[src/rtl/multicycle_controller.sv]
// Multi-cycle processor controller: sequences FETCH/DECODE/EXEC/MEM/WB/BRANCH, traps illegal opcodes, counts retired instructions.
// Latency: ALU op 4 cycles, lw 5, sw 4, beq/bne 3 with zero wait states; each imem/dmem wait cycle adds one.
// Backpressure: FETCH holds until imem_ready, MEM holds (request stable) until dmem_ready; TRAP is terminal until reset.
//
// Ports:
//   clk, rst_n              clock (rising edge), asynchronous active-low reset
//   inst_op                 opcode from the instruction register, valid from DECODE onward
//   zero                    ALU zero flag, used combinationally in BRANCH
//   imem_ready, dmem_ready  memory handshakes, sampled only in FETCH / MEM
//   PCWr..WrSrc, ALUOp      datapath controls (all 0 while reset is held)
//   illegal                 sticky illegal-opcode flag
//   retired                 retired-instruction count, wraps modulo 2^CNT_W
module multicycle_controller #(
    parameter int OP_W    = 5,
    parameter int ALUOP_W = 4,
    parameter int CNT_W   = 32
) (
    input  logic               clk,
    input  logic               rst_n,
    input  logic [OP_W-1:0]    inst_op,
    input  logic               zero,
    input  logic               imem_ready,
    input  logic               dmem_ready,
    output logic               PCWr,
    output logic               PCSrc,
    output logic               IRWr,
    output logic               RegSrc,
    output logic               RegEn,
    output logic               ALUSrc,
    output logic [ALUOP_W-1:0] ALUOp,
    output logic               DmemRd,
    output logic               DmemWr,
    output logic               WrSrc,
    output logic               illegal,
    output logic [CNT_W-1:0]   retired
);

    typedef enum logic [2:0] {
        S_FETCH, S_DECODE, S_EXEC, S_MEM, S_WB, S_BRANCH, S_TRAP
    } state_t;

    typedef enum logic [2:0] {
        C_ILL, C_RTYPE, C_ITYPE, C_LW, C_SW, C_BR
    } cls_t;

    // Opcode class; any nonzero bit above the 5-bit map makes the opcode illegal.
    function automatic cls_t classify(input logic [OP_W-1:0] op);
        cls_t c;
        c = C_ILL;
        if ((op >> 5) == '0) begin
            case (op[4:0])
                5'b00010, 5'b00011, 5'b00100, 5'b00101, 5'b00110,
                5'b01000, 5'b01001, 5'b01010:          c = C_RTYPE;
                5'b10010, 5'b10100, 5'b10101, 5'b10110: c = C_ITYPE;
                5'b11100:                              c = C_LW;
                5'b11101:                              c = C_SW;
                5'b11110, 5'b11111:                    c = C_BR;
                default:                               c = C_ILL;
            endcase
        end
        return c;
    endfunction

    // R-type and I-type share ALU codes (addi->add etc.); shifts do not follow
    // the opcode's low bits, so the full 5-bit value is decoded.
    function automatic logic [3:0] alu_code(input logic [4:0] op);
        logic [3:0] a;
        case (op)
            5'b00010, 5'b10010: a = 4'b0000;
            5'b00011:           a = 4'b0001;
            5'b00100, 5'b10100: a = 4'b0100;
            5'b00101, 5'b10101: a = 4'b0101;
            5'b00110, 5'b10110: a = 4'b0111;
            5'b01000:           a = 4'b1000;
            5'b01010:           a = 4'b1001;
            5'b01001:           a = 4'b1010;
            default:            a = 4'b0000;
        endcase
        return a;
    endfunction

    state_t            state_q, state_d;
    logic [OP_W-1:0]   op_q, op_d;
    logic              illegal_q, illegal_d;
    logic [CNT_W-1:0]  retired_q, retired_d;
    cls_t              op_cls;

    logic       pc_wr, pc_src, ir_wr, reg_src, reg_en, alu_src;
    logic       dmem_rd, dmem_wr, wr_src, retire, take;
    logic [3:0] alu_op;

    assign op_cls = classify(op_q);

    always_ff @(posedge clk or negedge rst_n) begin
        if (!rst_n) begin
            state_q   <= S_FETCH;
            op_q      <= '0;
            illegal_q <= 1'b0;
            retired_q <= '0;
        end else begin
            state_q   <= state_d;
            op_q      <= op_d;
            illegal_q <= illegal_d;
            retired_q <= retired_d;
        end
    end

    always_comb begin
        state_d   = state_q;
        op_d      = op_q;
        illegal_d = illegal_q;
        retired_d = retired_q;
        retire    = 1'b0;
        take      = 1'b0;
        pc_wr     = 1'b0;
        pc_src    = 1'b0;
        ir_wr     = 1'b0;
        reg_src   = 1'b0;
        reg_en    = 1'b0;
        alu_src   = 1'b0;
        alu_op    = 4'b0000;
        dmem_rd   = 1'b0;
        dmem_wr   = 1'b0;
        wr_src    = 1'b0;

        case (state_q)
            S_FETCH: begin
                if (imem_ready) begin
                    ir_wr   = 1'b1;
                    pc_wr   = 1'b1;
                    state_d = S_DECODE;
                end
            end
            S_DECODE: begin
                op_d = inst_op;
                case (classify(inst_op))
                    C_RTYPE, C_ITYPE, C_LW, C_SW: state_d = S_EXEC;
                    C_BR:                         state_d = S_BRANCH;
                    default: begin
                        state_d   = S_TRAP;
                        illegal_d = 1'b1;
                    end
                endcase
            end
            S_EXEC: begin
                if (op_cls == C_LW || op_cls == C_SW) begin
                    alu_src = 1'b1;
                    state_d = S_MEM;
                end else begin
                    alu_op  = alu_code(op_q[4:0]);
                    alu_src = (op_cls == C_ITYPE);
                    reg_src = (op_cls == C_RTYPE);
                    state_d = S_WB;
                end
            end
            S_MEM: begin
                // Request held stable every wait cycle until the memory completes.
                if (op_cls == C_LW) dmem_rd = 1'b1;
                else                dmem_wr = 1'b1;
                if (dmem_ready) begin
                    if (op_cls == C_LW) begin
                        state_d = S_WB;
                    end else begin
                        state_d = S_FETCH;
                        retire  = 1'b1;
                    end
                end
            end
            S_WB: begin
                reg_en  = 1'b1;
                wr_src  = (op_cls != C_LW);
                state_d = S_FETCH;
                retire  = 1'b1;
            end
            S_BRANCH: begin
                // op bit 0 distinguishes bne from beq; zero is used in this same cycle.
                alu_op  = 4'b0001;
                take    = op_q[0] ? !zero : zero;
                pc_wr   = take;
                pc_src  = take;
                state_d = S_FETCH;
                retire  = 1'b1;
            end
            S_TRAP: begin
                state_d = S_TRAP;
            end
            default: begin
                state_d = S_FETCH;
            end
        endcase

        if (retire) retired_d = retired_q + CNT_W'(1);
    end

    // The FETCH handshake is combinational on imem_ready, so outputs are
    // qualified with rst_n to stay quiet while reset is held.
    assign PCWr    = rst_n & pc_wr;
    assign PCSrc   = rst_n & pc_src;
    assign IRWr    = rst_n & ir_wr;
    assign RegSrc  = rst_n & reg_src;
    assign RegEn   = rst_n & reg_en;
    assign ALUSrc  = rst_n & alu_src;
    assign ALUOp   = rst_n ? ALUOP_W'(alu_op) : '0;
    assign DmemRd  = rst_n & dmem_rd;
    assign DmemWr  = rst_n & dmem_wr;
    assign WrSrc   = rst_n & wr_src;
    assign illegal = illegal_q;
    assign retired = retired_q;

endmodule

[config.mk]
export PLATFORM = sky130hd
export DESIGN_NAME = multicycle_controller
export DESIGN_NICKNAME = d
export VERILOG_FILES = /design/src/rtl/multicycle_controller.sv
export SDC_FILE = /design/constraint.sdc
export NUM_CORES = 1
export LEC_CHECK = 0
export CORE_MARGIN = 2
export CORE_UTILIZATION = 57
export CTS_CLUSTER_DIAMETER = 120
export DETAILED_ROUTE_END_ITERATION = 8
export DONT_BUFFER_PORTS = 1
export PLACE_DENSITY = 0.75
export SETUP_SLACK_MARGIN = 0.5
export SYNTH_ARGS = -nofsm -noshare
export SYNTH_HDL_FRONTEND = slang
export SYNTH_SLANG_ARGS = --single-unit
[constraint.sdc]
create_clock -name clk -period 1.9 [get_ports clk]
set_input_delay 0.38 -clock clk [delete_from_list [all_inputs] [get_ports clk]]
set_output_delay 0.38 -clock clk [all_outputs]
set_load 0.1 [all_outputs]
==> metrics.csv, run 1 <==
metric;value;unit
dpl_cell_area;0.00322;mm2
clock_sinks;41;
ys_async_sr_fraction;1.00;
fp.dieW;68;um
post_cts_resized;80;
synth-seq-cells;41;
cts-htree-levels;2;
synth.cell_area;0.00233;mm2
seq_area_frac_synth;0.439;
place_hpwl;4330;um
boundaryPins;56;
cts_hold_buffers;2;
synth_edf_count;0;
numCtsBuffers;5;
gp_congestion;0.803;
syn_inst;229;
cts-root-buf;clkbuf_8;
status;aborted with a tool error;
cts_buffer_depth;2;
yosysWarnings;0;
io_buffers;0;
chipHeight;68;um
synth_fp_nets;247;
post-place-ws;-0.145;ns
tool.error;[ERROR DPL-0033] detailed placement checks failed during check placement.;
synth_cell_types;53;
rows;23;
lastStage;4_1_cts;
ys.flop_type;dfrtp_1;
cts_setup_buffers;14;
synth.avg_cell_area;10.2;um2
start_util;0.588;
-- cells in the mapped netlist (3+ instances only) --
cell,number,area (um2)
dfrtp_1,41,1030
buf_2,4,20.0
nand2b_1,3,18.8
and3_1,7,43.8
nor2b_1,6,37.5
ha_1,8,100
xor2_1,4,35.0
nand3_1,18,90.1
nor2_1,14,52.6
nand2_1,18,67.6
mux2_2,7,78.8
xnor2_1,28,245
o21ai_0,3,15.0
a211oi_1,3,22.5
a21oi_1,3,15.0
inv_1,4,15.0
nand4_1,9,56.3
nor3_1,6,30.0
and4_1,3,26.3
-- cell families after synthesis --
logic type      after synthesis  synth area share
simple gates                105             0.262
flops                        41             0.439
xor+xnor                     32             0.120
compound gates               25            0.0777
buf+inv                      11            0.0246
fa+ha+maj                     8            0.0429
mux                           7            0.0338
-- metrics by stage --
step	cells	setup TNS, ns
global placement	335	-0.814
floorplan	229	-3.90
detailed placement	335	-1.62
==> run 2, diff against run 1 <==
CORE_UTILIZATION = 40   (was 57)
CTS_CLUSTER_DIAMETER = default   (was 120)
PLACE_DENSITY = default   (was 0.75)
PLACE_DENSITY_LB_ADDON = 0.15   (was default)
SETUP_SLACK_MARGIN = default   (was 0.5)
clock period = 2.47 ns   (was 1.9 ns; I/O delays follow)
==> metrics.csv, run 2 <==
metric;value;unit
critPathKind;reg -> out;
power-per-cell-area;969;mW/mm2
chipHeight;80.4;um
r2r_start;op_q[1];
synth-seq-cells;41;
irDropWorstVdd;0.00101;V
fp.dieW;80.4;um
clock_sinks;41;
design.core.area;0.00557;mm2
met2_usage;0.263;
period_share;0.985;
relSlewSlack;0.403;
synth_top_area_frac;0.439;
firstDrtPassIters;4;
hold_path_class;in -> async;
max_stage_delay;0.47;ns
place_hpwl;3770;um
final_cell_mix;buf_4, dfrtp_1, xnor2_1;
num_vias;1870;
wl_per_cell;14.6;um
drc;0;
worst_clock_skew;0.0100;ns
path_cells;ha_4 -> or3_1 -> o21ai_2 -> a21oi_2 -> nor4b_4 -> buf_12;
cap_violations;0;
report.final.slew_viol_count;0;
synth_cell_types;53;
yosysMostFrequentCell;dfrtp_1;
p_clk_frac;0.137;
grt_overflow;0;
final_cells;359;
crit_arrival;1.94;ns
fillers;526;
grt_pass1_wl;8710;um
ff2ff_path_depth;9;
rows;27;
clkSlewWorstSetupHoldPaths;0.08;ns
worst-endpoint-required;1.98;ns
synth_edf_count;0;
grt_pass1_vias;1863;
ys_async_sr_fraction;1.00;
insertion_delay;0.29;ns
comb_power_share;0.540;
status;complete, no violations;
crit_buf_inv;1;
rsz0062_at_grt;true;
synth.cell_area;0.00233;mm2
cts-root-buf;clkbuf_8;
dp_cells;345;
grtUsageMet1;0.237;
numCtsBuffers;5;
seqPwrFrac;0.323;
cpMaxStageDelayCell;dfrtp_2;
grt_use_met3;0.0506;
die-area;0.00646;mm2
setup_tns;0;ns
first_iter_violations;67;
setup_viol;0;
swShare;0.489;
ant_nets;0;
dpl_cell_area;0.00293;mm2
diodes;0;
final_core_util;0.564;
timing.final.hold_violations;0;
critPathLaunchType;flop;
critPathMaxFanout;7;
fmax;411;MHz
nNetsFinal;304;
syn_to_final_growth;34.7;%
final_common_cell;buf_4;
layout_min_cycle_time;2.43;ns
finalWirelength;5250;um
synth_fp_nets;247;
largest_reg_flops;32;
worst_slew_pin_slew;0.895;ns
internal_power;1560;uW
p_leak;0.00141;uW
cts_tree;yes;
drive_gt1_frac;0.366;
gp_congestion;0.819;
design_area;0.00314;mm2
antenna_found_initial;0;
syn_inst;229;
grt_max_degree;42;
cts_buffer_depth;2;
critPathTopFamily;simple AND/OR/NAND/NOR gates;
r2r_setup_slack;0.33;ns
yosysWarnings;0;
boundaryPins;56;
vias_per_cell;5.21;
io_buffers;0;
yosysTopAreaCell;dfrtp_1;
grt_usage;0.173;
grt.busiest_layer;met2;
synth.avg_cell_area;10.2;um2
synthTopCellsByCount;dfrtp_1, xnor2_1, nand2_1, nand3_1, nor2_1;
synth_area_leaders;dfrtp_1, xnor2_1, ha_1;
seq_area_frac_synth;0.439;
hold_ws;0.0427;ns
p_switching;1490;uW
r2r-end;retired[25];
start_util;0.419;
end_kind;output port;
ys.flop_type;dfrtp_1;
cts-htree-levels;2;
==> run 2: layout make-up <==
class,instances,area [um2],share of cell area
clock buffer,6,72.6,0.0231
multi-input combinational,177,1410,0.448
sequential,41,1030,0.327
clock inverter,2,10.0,0.00318
inverter,4,15.0,0.00478
timing repair buffer,57,519,0.165
tap,72,90.1,0.0287
==> run 2: kinds of logic (layout without fill, tap and decap cells) <==
family | after synthesis | count (layout) | synth area share
and+or+nand+nor | 105 | 105 | 0.262
DFF | 41 | 41 | 0.439
xor gates and xnor gates | 32 | 32 | 0.120
AOI/OAI and AO/OA | 25 | 25 | 0.0777
buffers and inverters | 11 | 69 | 0.0246
adders and majority gates | 8 | 8 | 0.0429
muxes | 7 | 7 | 0.0338
==> run 2: what timing repair did <==
item,CTS,global route
pin swaps,1,5
hold buffers,1,0
setup buffers,2,3
endpoints found under the hold margin,41,0
endpoints found under the setup margin,5,6
resized for setup,4,18
==> run 2: power groups by stage <==
stage | clock network (uW) | logic (uW) | registers [uW]
after floorplan | 0 | 873 | 1260
after global routing | 469 | 1760 | 1010
after global placement | 0 | 1480 | 963
after CTS | 445 | 1540 | 952
final | 418 | 1650 | 983
after detailed placement | 0 | 1490 | 968
==> run 2: how the worst max path moves through the flow <==
| stage | start | end | cells past startpoint |
|---|---|---|---|
| 6_report | op_q[0] | RegSrc | 6 |
| 5_1_grt | op_q[0] | RegSrc | 5 |
| 4_1_cts | op_q[0] | RegSrc | 5 |
| 3_5_place_dp | op_q[0] | RegSrc | 5 |
| 3_3_place_gp | op_q[0] | RegSrc | 5 |
| 2_1_floorplan | op_q[0] | RegSrc | 4 |
==> run 2: stage by stage <==
stage | worst slack [ns] | total power (uW)
2_1_floorplan | -0.373 | 2140
3_3_place_gp | 0.215 | 2440
3_5_place_dp | 0.195 | 2460
4_1_cts | -0.0225 | 2940
5_1_grt | -0.0669 | 3240
6_report | 0.0369 | 3050
==> run 2: metal layers <==
metal  routed length, um  vias up
met5                   0        -
met4                  76        0
met3                 310        8
met2                2470       43
met1                2390      887
li1                    -      932
No activity file was read; power rests on OpenSTA's default activity.
